==> src/rtl/exec_result_stage.sv <==
// Registered ALU result stage with a two-entry (OUT + SKID) skid buffer on a valid/ready handshake.
// Define EXEC_STAGE_FLAGS_EN to generate NZCV flags with each beat; otherwise out_flags is tied to 0.
module exec_result_stage #(
   parameter int N = 32
) (
   input  logic         clk,
   input  logic         reset,
   input  logic         in_valid,
   output logic         in_ready,
   input  logic [N-1:0] y,
   input  logic [3:0]   ALUControl,
   input  logic         carry_in,
   input  logic         overflow_in,
   input  logic [3:0]   rd_in,
   input  logic         set_flags_in,
   output logic         out_valid,
   input  logic         out_ready,
   output logic [N-1:0] out_result,
   output logic [3:0]   out_flags,
   output logic [3:0]   out_rd,
   output logic         out_set_flags
);

   typedef struct packed {
      logic [N-1:0] result;
`ifdef EXEC_STAGE_FLAGS_EN
      logic [3:0]   flags;
`endif
      logic [3:0]   rd;
      logic         set_flags;
   } entry_t;

   entry_t in_entry;
   entry_t out_q;
   entry_t skid_q;
   logic   out_valid_q;
   logic   skid_valid_q;
   logic   skid_valid_next;
   logic   in_ready_q;
   logic   accept;
   logic   deliver;

   assign accept  = in_valid & in_ready_q;
   assign deliver = out_valid_q & out_ready;

   // SKID fills only when OUT is occupied and stalled; it drains whenever OUT is delivered.
   assign skid_valid_next = (accept & out_valid_q & ~out_ready) | (skid_valid_q & ~deliver);

   always_comb begin
      in_entry           = '0;
      in_entry.result    = y;
      in_entry.rd        = rd_in;
      in_entry.set_flags = set_flags_in;
`ifdef EXEC_STAGE_FLAGS_EN
      in_entry.flags[3]  = y[N-1];
      in_entry.flags[2]  = (y == '0);
      // Only add/subtract produce meaningful carry and overflow.
      if (ALUControl == 4'b0000 || ALUControl == 4'b0001) begin
         in_entry.flags[1] = carry_in;
         in_entry.flags[0] = overflow_in;
      end
`endif
   end

`ifndef EXEC_STAGE_FLAGS_EN
   logic flag_inputs_unused;
   assign flag_inputs_unused = ^{ALUControl, carry_in, overflow_in};
`endif

   // NOTE: sequential state uses non-blocking assignments so every flop samples pre-edge values.
   // NOTE: payload registers are reset too, because the outputs must read 0 while reset is held.
   always_ff @(posedge clk or posedge reset) begin
      if (reset) begin
         out_valid_q  <= 1'b0;
         skid_valid_q <= 1'b0;
         in_ready_q   <= 1'b0;
         out_q        <= '0;
         skid_q       <= '0;
      end else begin
         skid_valid_q <= skid_valid_next;
         in_ready_q   <= ~skid_valid_next;
         if (!out_valid_q || out_ready) begin
            if (skid_valid_q) begin
               out_q       <= skid_q;
               out_valid_q <= 1'b1;
            end else begin
               out_valid_q <= accept;
               if (accept) begin
                  out_q <= in_entry;
               end
            end
         end else if (accept) begin
            skid_q <= in_entry;
         end
      end
   end

   assign in_ready      = in_ready_q;
   assign out_valid     = out_valid_q;
   assign out_result    = out_q.result;
   assign out_rd        = out_q.rd;
   assign out_set_flags = out_q.set_flags;
`ifdef EXEC_STAGE_FLAGS_EN
   assign out_flags     = out_q.flags;
`else
   assign out_flags     = 4'b0000;
`endif

endmodule
==> config.mk <==
export PLATFORM = sky130hd
export DESIGN_NAME = exec_result_stage
export DESIGN_NICKNAME = d
export VERILOG_FILES = /design/src/rtl/exec_result_stage.sv
export SDC_FILE = /design/constraint.sdc
export NUM_CORES = 1
export LEC_CHECK = 0
export ABC_AREA = 0
export BUFFER_PORTS_ARGS = -buffer_cell sky130_fd_sc_hd__clkbuf_2
export CORE_ASPECT_RATIO = 1.1
export CORE_UTILIZATION = 40
export DETAILED_ROUTE_END_ITERATION = 16
export PLACE_DENSITY = 0.75
export SLEW_MARGIN = 20
export SYNTH_ARGS = -nofsm -noshare
export SYNTH_HDL_FRONTEND = slang
export SYNTH_SLANG_ARGS = --single-unit
==> constraint.sdc <==
create_clock -name clk -period 2.7 [get_ports clk]
set_clock_uncertainty 0.15 [all_clocks]
set_input_delay 0.54 -clock clk [delete_from_list [all_inputs] [get_ports clk]]
set_output_delay 0.54 -clock clk [all_outputs]
set_load 0.03 [all_outputs]
==> results.md <==
- Inserted Clock Buffers: 9
- Final Hold Fails: 0
- Flop-to-flop setup slack: 0.91 ns
- Skew-Pair Late Insertion Delay: 0.33 ns
- Hold slack: 0.0834 ns
- Vias in the first global route: 2104
- WL per Instance: 14.6 um
- Port-buffer cells: a little under 80
- Cell breakdown of the critical path: buf_4 -> mux2_2 -> mux2_2
- Synth cell count leaders: mux2_2 (79), dfrtp_1 (77), mux2_4 (30)
- DR pass1 iterations: 4
- Logic pwr share: 0.448
- Ys flop type: dfrtp_1
- RSZ-0062 raised after global routing: false
- Share of flip-flops with an asynchronous set or reset: 1.00
- Critical path depth in cells: 3
- Overall routed net length: 6.00 mm
- Starting DRT DRC Count: 33
- Setup Fix Bufs, Post-CTS: 0
- Post-synthesis cell count: 212
- Top layer in use: met4
- Clk pwr share: 0.181
- Antenna Nets Post-Route: 0
- M1 WL: 2.71 mm
- Crit path top cell by count: mux2_2
- Max Cap Violations: 0
- Routed length on met2: slightly below 3 mm
- CP startpoint kind: register
- Synth top area cells: dfrtp_1 (55%), mux2_2 (25%), mux2_4 (13%), buf_6 (2.9%), buf_4 (0.86%)
- Gr usage total: 0.144
- DR vias: 1991
- Hold-fix buffers at CTS: 0
- Pins Over Slew Limit: 0
- CTS tree: done
- LEAKAGE: 0.00203 uW
- Core ar.: 0.00845 mm2
- Die ar.: between 0.009 and 0.01 mm2
- Fin crit share: 0.662
- Crit Path Max Fanout: 18
- Cell Rows: 35
- Worst-margin pin slew: 0.583 ns
- Global route total overflow: 0
- Post_cts resized: 0
- Critical path's slowest cell: dfrtp_2
- Post-route cell area: 0.00424 mm2
- Placed instance area: 0.00400 mm2
- Register share of total power: 0.371
- Worst hold-check path type: primary input to asynchronous set/reset pin
- Switch share: 0.350
- Final min period: between 1.5 and 2 ns
- Mapped cell area: approximately 0.0035 mm2
- Synth Area per Inst: 16.5 um2
- Post-synth EDFFs: 0
- Ant diodes: 0
- Worst Path Required: 2.76 ns
- Die outline width: 91.3 um
- Cell depth of the worst flop-to-flop path: 3
- Root buf cell: clkbuf_8
- Seq/Total Area, Yosys: 0.549
- Vias/cell: 4.84
- Relative slew margins: 0.611
- Net Sw Power: just under 2000 uW
- GP Congestion: 0.653
- Clk slew on worst S/H paths: 0.08 ns
- Critical path class: register to register
- Top delay family on crit path: multiplexers
- Setup TNS: 0 ns
- Max incr delay on CP: 0.55 ns
- Initial Util: 0.415
- Met3 wire length: approximately 310 um
- #FFs+latches synth: 77
- Clock tree buffer depth: 2
- DP Wirelength: 4.02 mm
- Layout net count: 344
- Final setup viols: 0
- Int Pwr: 3650 uW
- Most numerous cell in the Yosys netlist: mux2_2
- Status: finished, final reports clean
- Global-route wire length before repair: around 10 mm
- CP endpoint kind: register
- DRC: 0
- Worst vdd ir: 496 uV
- Top cell type's share of synthesized area: 0.549
- Largest net degree at the start of global routing: 38
- PD cells: approximately 1300 mW/mm2
- H-tree levels: 3
- Layout cell share with drive strength beyond 1: 0.713
- Yosys top cell by area: dfrtp_1
- CP arrival: 1.85 ns
- Area growth syn-to-layout: 20.8%
- Count of distinct cell types in the synthesized netlist: 16
- Synth warnings: 0
- Initial antenna violation count: 0
- Die Y: 100 um
- Max Fclk: 559 MHz
- Ports: 90
- Clock sinks: 77
- Buf/Inv on CP: 1
## cell usage in the layout (no fill, tap or decap)
master | netlist | final
nand2b_1 | 1 | 1
clkinvlp_4 | 0 | 1
nor2b_4 | 1 | 1
nand3_4 | 1 | 1
buf_12 | 0 | 3
a32o_1 | 1 | 1
bufinv_16 | 0 | 3
mux2_1 | 2 | 2
nand2_1 | 1 | 1
nor2_4 | 1 | 1
clkbuf_8 | 0 | 10
dfrtp_2 | 0 | 1
a21oi_2 | 1 | 1
clkinv_2 | 0 | 1
mux2_4 | 30 | 30
buf_4 | 4 | 3
mux2_2 | 79 | 79
clkbuf_2 | 0 | 79
conb_1 | 1 | 4
dfrtp_1 | 77 | 76
inv_1 | 2 | 1
## logic make-up after synthesis
kind of cell           after synthesis  synth area share
multiplexers                       111             0.388
flip-flops                          77             0.549
buffers and inverters               16            0.0410
AND/OR/NAND/NOR                      5            0.0150
AO/OA/AOI/OAI                        2           0.00535
other                                1           0.00107
## area by class of cell
cell class | instances | area, um2
timing repair buffer | 85 | 478
inverter | 2 | 8.76
clock buffer | 10 | 138
clock inverter | 4 | 97.6
sequential | 77 | 1930
multi-input combinational | 122 | 1450
tap | 111 | 139
fill | 753 | 4210
## power groups by stage
stage          sequential [uW]  clock [uW]  combinational, uW
3_3_place_gp              2070           0               2500
4_1_cts                   2090        1050               2560
6_report                  2080        1020               2510
2_1_floorplan             2620           0               1470
5_1_grt                   2170        1100               2680
3_5_place_dp              2110           0               2550
## final timing paths
check | start | end
max | skid_valid_q$_DFF_PP0_ | out_result[3]$_DFFE_PP0P_
min | reset | out_result[22]$_DFFE_PP0P_
max reg2reg | skid_valid_q$_DFF_PP0_ | out_result[3]$_DFFE_PP0P_
min reg2reg | out_rd[3]$_DFFE_PP0P_ | out_rd[3]$_DFFE_PP0P_
max in group asynchronous | reset | skid_valid_q$_DFF_PP0_
min in group clk | y[0] | skid_q[5]$_DFFE_PP0P_
## metrics by stage
step	setup WS, ns	utilization	total power, uW	instances
floorplan	0.0433	-	4080	215
global placement	0.677	0.474	4570	397
detailed placement	0.658	0.474	4660	397
CTS	0.863	0.501	5700	411
global route	0.851	0.501	5950	411
finish	0.912	0.501	5610	411
## worst reg2reg max path, stage by stage (launching register included)
cell,delay (ns)
dfrtp_2,0.55
buf_4,0.33
mux2_2,0.38
mux2_2,0.27
## layer usage
metal,vias up,global-route usage
met5,-,0
met4,0,0.0659
met3,9,0.0379
met2,54,0.239
met1,1011,0.176
li1,917,-
## flip-flops by register name (all words and copies together) (netlist names)
register,count
in_ready,1
out_rd,4
out_result,32
out_set_flags,1
out_valid,1
skid_q,37
skid_valid_q,1
Power figures use the tool's default switching activity.
